### src/rtl/inst_fetch_responder.sv
// Instruction-fetch responder: serves 32-bit CPU fetches from a byte-wide
// external memory, assembling four bytes big-endian into a one-entry word
// buffer. Hits on the buffered word return combinationally with no stall.
//
// Memory handshake: mem_rd_o acts as "valid" for the request and holds
// mem_addr_o stable until the memory answers; a byte transfers at the rising
// edge where mem_rd_o and mem_ready_i are both high, and mem_data_i is only
// looked at in that cycle.
module inst_fetch_responder #(
  parameter int MEM_AW  = 17,
  parameter int TIMEOUT = 255
) (
  input  logic              clk,
  input  logic              rst,
  input  logic              ce_i,
  input  logic [31:0]       addr_i,
  input  logic              flush_i,
  output logic [31:0]       inst_o,
  output logic              stall_req_o,
  output logic              err_o,
  output logic              mem_rd_o,
  output logic [MEM_AW-1:0] mem_addr_o,
  input  logic [7:0]        mem_data_i,
  input  logic              mem_ready_i,
  output logic              dbg_state_o
);

  localparam int WAW = MEM_AW - 2;
  // Last wait count before giving up on a byte.
  localparam logic [7:0] WAIT_LAST = 8'(TIMEOUT - 1);

  typedef enum logic {
    S_IDLE = 1'b0,
    S_READ = 1'b1
  } state_t;

  state_t          state_q, state_d;
  logic            buf_valid_q, buf_valid_d;
  logic [WAW-1:0]  tag_q, tag_d;
  logic [31:0]     buf_data_q, buf_data_d;
  logic [WAW-1:0]  fill_addr_q, fill_addr_d;
  logic [1:0]      k_q, k_d;
  logic [7:0]      wait_q, wait_d;
  logic [31:0]     asm_q, asm_d;
  logic            discard_q, discard_d;
  logic            err_q, err_d;

  logic [WAW-1:0]  word_addr;
  logic            hit;
  logic [31:0]     merged;
  logic            unused_addr_bits;

  assign word_addr        = addr_i[MEM_AW-1:2];
  assign unused_addr_bits = ^{addr_i[31:MEM_AW], addr_i[1:0]};
  assign hit              = ce_i & buf_valid_q & (word_addr == tag_q);

  // CPU side is purely combinational; the rst term keeps stall low while
  // reset is held even if the CPU is already asserting ce_i.
  assign inst_o      = hit ? buf_data_q : 32'h0;
  assign stall_req_o = rst & ce_i & ~hit;
  assign err_o       = err_q;
  assign mem_rd_o    = (state_q == S_READ);
  assign mem_addr_o  = mem_rd_o ? {fill_addr_q, k_q} : '0;
  assign dbg_state_o = state_q;

  // Partial word with the incoming byte placed at lane k (k=0 is the MSB).
  always_comb begin
    merged = asm_q;
    case (k_q)
      2'd0:    merged[31:24] = mem_data_i;
      2'd1:    merged[23:16] = mem_data_i;
      2'd2:    merged[15:8]  = mem_data_i;
      default: merged[7:0]   = mem_data_i;
    endcase
  end

  // Next-state logic: miss detection in IDLE, byte collection and timeout in READ.
  always_comb begin
    state_d     = state_q;
    buf_valid_d = buf_valid_q;
    tag_d       = tag_q;
    buf_data_d  = buf_data_q;
    fill_addr_d = fill_addr_q;
    k_d         = k_q;
    wait_d      = wait_q;
    asm_d       = asm_q;
    discard_d   = discard_q;
    err_d       = 1'b0;

    case (state_q)
      S_IDLE: begin
        if (flush_i) buf_valid_d = 1'b0;
        if (ce_i && !hit) begin
          fill_addr_d = word_addr;
          k_d         = 2'd0;
          wait_d      = 8'd0;
          discard_d   = 1'b0;
          state_d     = S_READ;
        end
      end
      default: begin
        // A flush during a fill also drops the stale buffer right away and
        // makes sure the word being fetched is not marked valid at the end.
        if (flush_i) begin
          discard_d   = 1'b1;
          buf_valid_d = 1'b0;
        end
        if (mem_ready_i) begin
          asm_d  = merged;
          k_d    = k_q + 2'd1;
          wait_d = 8'd0;
          if (k_q == 2'd3) begin
            tag_d       = fill_addr_q;
            buf_data_d  = merged;
            buf_valid_d = ~(discard_q | flush_i);
            discard_d   = 1'b0;
            state_d     = S_IDLE;
          end
        end else if (wait_q == WAIT_LAST) begin
          err_d       = 1'b1;
          buf_valid_d = 1'b0;
          discard_d   = 1'b0;
          wait_d      = 8'd0;
          k_d         = 2'd0;
          state_d     = S_IDLE;
        end else begin
          wait_d = wait_q + 8'd1;
        end
      end
    endcase
  end

  // State and datapath registers.
  always_ff @(posedge clk or negedge rst) begin
    if (!rst) begin
      state_q     <= S_IDLE;
      buf_valid_q <= 1'b0;
      tag_q       <= '0;
      buf_data_q  <= 32'h0;
      fill_addr_q <= '0;
      k_q         <= 2'd0;
      wait_q      <= 8'd0;
      asm_q       <= 32'h0;
      discard_q   <= 1'b0;
      err_q       <= 1'b0;
    end else begin
      state_q     <= state_d;
      buf_valid_q <= buf_valid_d;
      tag_q       <= tag_d;
      buf_data_q  <= buf_data_d;
      fill_addr_q <= fill_addr_d;
      k_q         <= k_d;
      wait_q      <= wait_d;
      asm_q       <= asm_d;
      discard_q   <= discard_d;
      err_q       <= err_d;
    end
  end

endmodule

### config.mk
export PLATFORM = sky130hd
export DESIGN_NAME = inst_fetch_responder
export DESIGN_NICKNAME = d
export VERILOG_FILES = /design/src/rtl/inst_fetch_responder.sv
export SDC_FILE = /design/constraint.sdc
export NUM_CORES = 1
export LEC_CHECK = 0
export ABC_AREA = 1
export BUFFER_PORTS_ARGS = -buffer_cell sky130_fd_sc_hd__buf_2
export CORE_MARGIN = 8
export CORE_UTILIZATION = 55
export DETAILED_ROUTE_END_ITERATION = 10
export PLACE_DENSITY_LB_ADDON = 0.25
export SLEW_MARGIN = 20
export SYNTH_ARGS = -nofsm -noshare
export SYNTH_HDL_FRONTEND = slang
export SYNTH_SLANG_ARGS = --single-unit
### constraint.sdc
create_clock -name clk -period 1.8 [get_ports clk]
set_input_delay 0.27 -clock clk [delete_from_list [all_inputs] [get_ports clk]]
set_output_delay 0.27 -clock clk [all_outputs]
set_load 0.005 [all_outputs]
## Word-level counts from Yosys, hierarchy flattened

Cells that the tools add are included.

- Input bits: 45
- Bits in latches: 0
- Word-level logic and storage cells: 68
- Output and inout bits: 53
- Bits in registers: 108
- ROM bits: 0
- Bits in writable memories: 0
- Memories kept: 0

- Add/sub/neg operators: 2
- Equal/unequal tests: 6
- Shift-type cells: 0
- Multiply operators: 0
- Order comparisons: 0
- Mux-type cells: 33
- Reductions and logical operators: 9
- Bitwise logic cells: 8
- Div/mod/pow operators: 0

Operator list:

| kind | count |
|---|---|
| 8-bit two-way mux | 8 |
| 32-bit two-way mux | 1 |
| 1-bit two-way mux | 19 |
| 17-bit two-way mux | 1 |
| 15-bit == test | 1 |
| 8-bit by 1-bit adder with 8-bit output (second input constant) | 1 |
| 8-bit == test (second input constant) | 1 |
| 2-bit two-way mux | 4 |
| 2-bit AND reduction | 3 |
| 1-bit AND | 4 |
| 2-bit == test (second input constant) | 2 |
| 3-bit by 2-bit != test with 1-bit output (second input constant) | 1 |
| 1-bit inverter | 3 |
| 3-bit AND reduction | 1 |
| 3-bit OR reduction | 1 |
| 2-bit by 1-bit adder with 2-bit output (second input constant) | 1 |
| 2-bit by 1-bit == test with 1-bit output (second input constant) | 1 |
| 2-bit logical NOT | 1 |
| 2-bit nonzero test | 1 |
| 1-bit logical AND | 1 |
| 1-bit logical NOT | 1 |
| 1-bit OR | 1 |

## Longest topological paths before layout

- Depth in word-level cells: 6
- Depth in mapped cells: 12
- Depth with buffers taken out: 12

## Least setup slack after synthesis

Ideal clock, no wire load.

- Path kind: register to register
- From: register k_q[0]
- To: register buf_data_q[0]
- Data required time: 1,668 ps
- Setup slack: 390 ps
- Arrival: 1,279 ps
- Stages on the path, launching flop included: 7
- Period minus slack after synthesis: 1,410 ps
- Library setup time: 132 ps
- Cells stage by stage: dfrtp_1 > ha_1 > inv_1 > nor2_1 > buf_2 > clkbuf_1 > o21ai_0

- Longest elaborated chain between the ends: 3
- Elaborated cells between the ends (all ways): 7
- Those cells by class: eq/ne (3); mux (1); reduce/logical (3)

RTL lines:

| element | RTL line | RTL |
|---|---|---|
| start: declaration | 42 | `logic [1:0] k_q, k_d;` |
| start signal: assignment | 152 | `k_q <= k_d;` |
| 2-bit == test (tied with other cells) | 69 | `case (k_q)` |
| 3-bit OR reduction (no source line) | - |  |
| 8-bit two-way mux | 69 |  |
| end signal: assignment | 150 | `buf_data_q <= buf_data_d;` |
| end: declaration | 40 | `logic [31:0] buf_data_q, buf_data_d;` |

Parallel ways exist; a longest one is shown, timed or not.
A chain may end at the register's enable or synchronous reset.

## Worst setup path after layout

- From: register tag_q[13]
- To: output port stall_req_o

- Longest elaborated chain between the ends: 4

RTL lines:

| element | RTL line | RTL |
|---|---|---|
| start: declaration | 39 | `logic [WAW-1:0] tag_q, tag_d;` |
| start signal: assignment | 149 | `tag_q <= tag_d;` |
| 15-bit == test | 55 | `assign hit = ce_i & buf_valid_q & (word_addr == tag_q);` |
| 1-bit AND | 55 |  |
| 1-bit inverter | 60 | `assign stall_req_o = rst & ce_i & ~hit;` |
| 1-bit AND | 60 |  |
| end: declaration | 19 | `output logic stall_req_o,` |

No other way between the ends.

==> results.cfg <==
[run_status]
status = finished with violations
violations = negative setup slack

[yosys]
ys.flop_type = dfrtp_1
async_flop_share_pct = 100
syn_inst = 649
yosysTopAreaCell = dfrtp_1
yosysMostFrequentCell = nand2_1
synth_cell_types = 26
netlist_top_cells_area = dfrtp_1 51%, nand2_1 15%, o21ai_0 11%, inv_1 9.1%, nor2_1 3.8%
synth_top_area_share_pct = 51.3
ys_warn_count = 0
synth_area_sq_um = 4880
synth_edf_count = 0
synth_area_per_cell_sq_um = 7.51
seq_area_frac_synth_pct = 51.3
ys_top_cells_by_count = 199 x nand2_1, 118 x inv_1, 104 x o21ai_0, 100 x dfrtp_1, 50 x nor2_1
syn-num-nets = 700
synth-seq-cells = 100

[global_routing]
grt_pass1_vias = 4190
gr-total-overflow = 0
grt_use_total_pct = 19.5
antenna_found_initial = 0
grt_max_degree = 101
grt_pass1_wl_mm = 18.8

[timing]
fin_crit_sh_pct = 117
rsz0062_at_grt = true
skew_ps = 13.9
worstMarginPinSlew_ps = 538
max_clock_freq_mhz = 477
setup_tns_ps = -8060
worst_slack_ps = -298
slew_headroom_pct = 64.1
drv_slew = 0
setup_viol = 47
report.final.hold_viol_count = 0
layout_min_cycle_time_ps = 2100

[critical_path]
cp_slowest_cell = dfrtp_1
critPathMaxFanout = 7
worstSetupPathType = flip-flop to output pin
r2r_start = tag_q[13]
crit_path_cell_trace = inv_1 -> nand2_1 -> nand2_1 -> nor2_1 -> nand2_1 -> nor2_2 -> nand2_4 -> buf_4 -> nand2_8 -> nor2_2 -> buf_2
critical_path_buf_inv_count = 3
crit_path_max_incr_delay_ps = 380
startpoint = tag_q[13]
start_kind = flip-flop
cp_top_family = simple AND/OR/NAND/NOR gates
endpoint = stall_req_o
crit_path_frequent_cell = nand2_1
cp.arrival_ps = 1830
r2r_end = fill_addr_q[14]
end_kind = output pin
reg2regPathDepth = 14
critPathRequiredTime_ps = 1530
rrSetupSlack_ps = -50
path_depth = 11

[route]
drt_wl_total_mm = 11.7
drt-wirelength-per-cell_um = 13.8
ant_nets = 0
drc = 0
vias = 4266
dr.pass1.iters = 4
drt_iter0_markers = 214
vias_per_cell = 5.04

[clock_tree]
cts_root_buf = clkbuf_8
tritoncts = done
clkSinkCount = 100
htreeDepth = 3
clk_pin_slew_ps = 100
clock_latency_ps = 380
cts_made_buffers = 9
clock_path_buffers = 2

[final_layout]
n_antenna_cell = 0
nNetsFinal = 784
fin_util_pct = 68.1
area_growth_pct = 21.2
drive_above_1_share_pct = 20.1
stdcell_count = 846

[floorplan]
core_sq_um = 8680
die_w_um = 110
fp-row-count = 34
die_area_sq_um = 12100
start_util_pct = 56.2
io_pins = 98
die_h_um = 110

[power]
peakVddDrop_v = 0.000784
leakage_nw = 3.16
p_per_area_nw_per_um2 = 1370

[placed_design]
dp_hpwl_mm = 7.89
io_buffers = 80
gp_congestion = 0.832
dp.cells = 819

[run]
cap_viol_max_count = 0

[min_path]
min_path_type = input pin to flip-flop
==> per-layer routing <==
metal	GRT usage, %	part of all wire (%)	up-vias
li1	-	-	2138
met1	23.6	43	2032
met2	34.0	50	87
met3	4.53	5.4	9
met4	5.80	0.98	0
met5	0	0	-
==> layout make-up <==
| cell class | instances | area, sq um |
|---|---|---|
| clock buffer | 9 | 124 |
| tap | 108 | 135 |
| inverter | 119 | 447 |
| timing repair buffer | 102 | 687 |
| multi-input combinational | 401 | 1920 |
| fill | 752 | 2770 |
| clock inverter | 7 | 92.6 |
| sequential | 100 | 2500 |
==> report_power, final <==
| part | internal (mW) | switching (mW) |
|---|---|---|
| clock | 0.682 | 0.876 |
| sequential | 3.16 | 0.416 |
| combinational | 1.05 | 1.90 |
| total | 4.89 | 3.19 |
==> flip-flops by register name (all words and copies together) (netlist names) <==
name,flops
err_o,1
tag_q,15
wait_q,8
buf_valid_q,1
asm_q,24
dbg_state_o,1
buf_data_q,32
fill_addr_q,15
discard_q,1
k_q,2
==> logic make-up (layout without fill, tap and decap cells) <==
logic type	after synthesis	count (layout)	synth area share, %
and+or+nand+nor	267	267	21.4
AOI/OAI and AO/OA	124	124	13.1
buffers and inverters	148	237	11.9
xor gates and xnor gates	4	4	0.719
adders and majority gates	6	6	1.54
DFF	100	100	51.3
==> worst min-delay path by stage <==
stage / startpoint / endpoint / slack [ps] / cells after the start
3_3_place_gp: rst / asm_q[14] / 420 / 2
2_1_floorplan: rst / asm_q[10] / -30 / 0
3_5_place_dp: rst / buf_data_q[15] / 420 / 2
5_1_grt: addr_i[14] / fill_addr_q[12] / 120 / 3
6_report: addr_i[8] / fill_addr_q[6] / 120 / 3
4_1_cts: addr_i[14] / fill_addr_q[12] / 110 / 3
==> stage by stage <==
step	power, mW	worst slack (ps)	hold WS, ps	area, sq um
final	8.09	-298	123	5910
after global routing	8.76	-395	122	5910
after global placement	6.27	98.9	416	5420
after CTS	8.02	-256	108	5720
after detailed placement	6.43	77.6	417	5420
after floorplan	5.50	390	-25.6	4880
==> layout by cell type (no fill, tap or decap), types with 2 or more instances in the layout <==
cell / count
a21oi_1: 2
buf_12: 5
buf_2: 77
buf_4: 14
buf_6: 3
clkbuf_8: 9
dfrtp_1: 99
ha_1: 6
inv_1: 116
inv_2: 2
inv_6: 3
nand2_1: 197
nand2_2: 2
nand3_1: 11
nand4_1: 2
nor2_1: 28
nor2_2: 11
nor2_4: 12
o21ai_0: 98
o21ai_1: 13
o22ai_1: 9
xor2_1: 3
==> worst register-to-register path: cells and delay by family, from the launching register on <==
kind,cells,cell delay [ps]
flip-flops,1,380
AND/OR/NAND/NOR,9,780
AO/OA/AOI/OAI,1,80
buffers and inverters,4,510
==> timing repair <==
item                                    4_1_cts  5_1_grt
setup buffers                                 0        8
endpoints found under the setup margin       38       48
pin swaps                                     3        7
resized for setup                            15       33
hold endpoints to repair                     21        0
cloned                                        1        1
hold buffers                                  1        0
No activity file was read; power rests on OpenSTA's default activity.
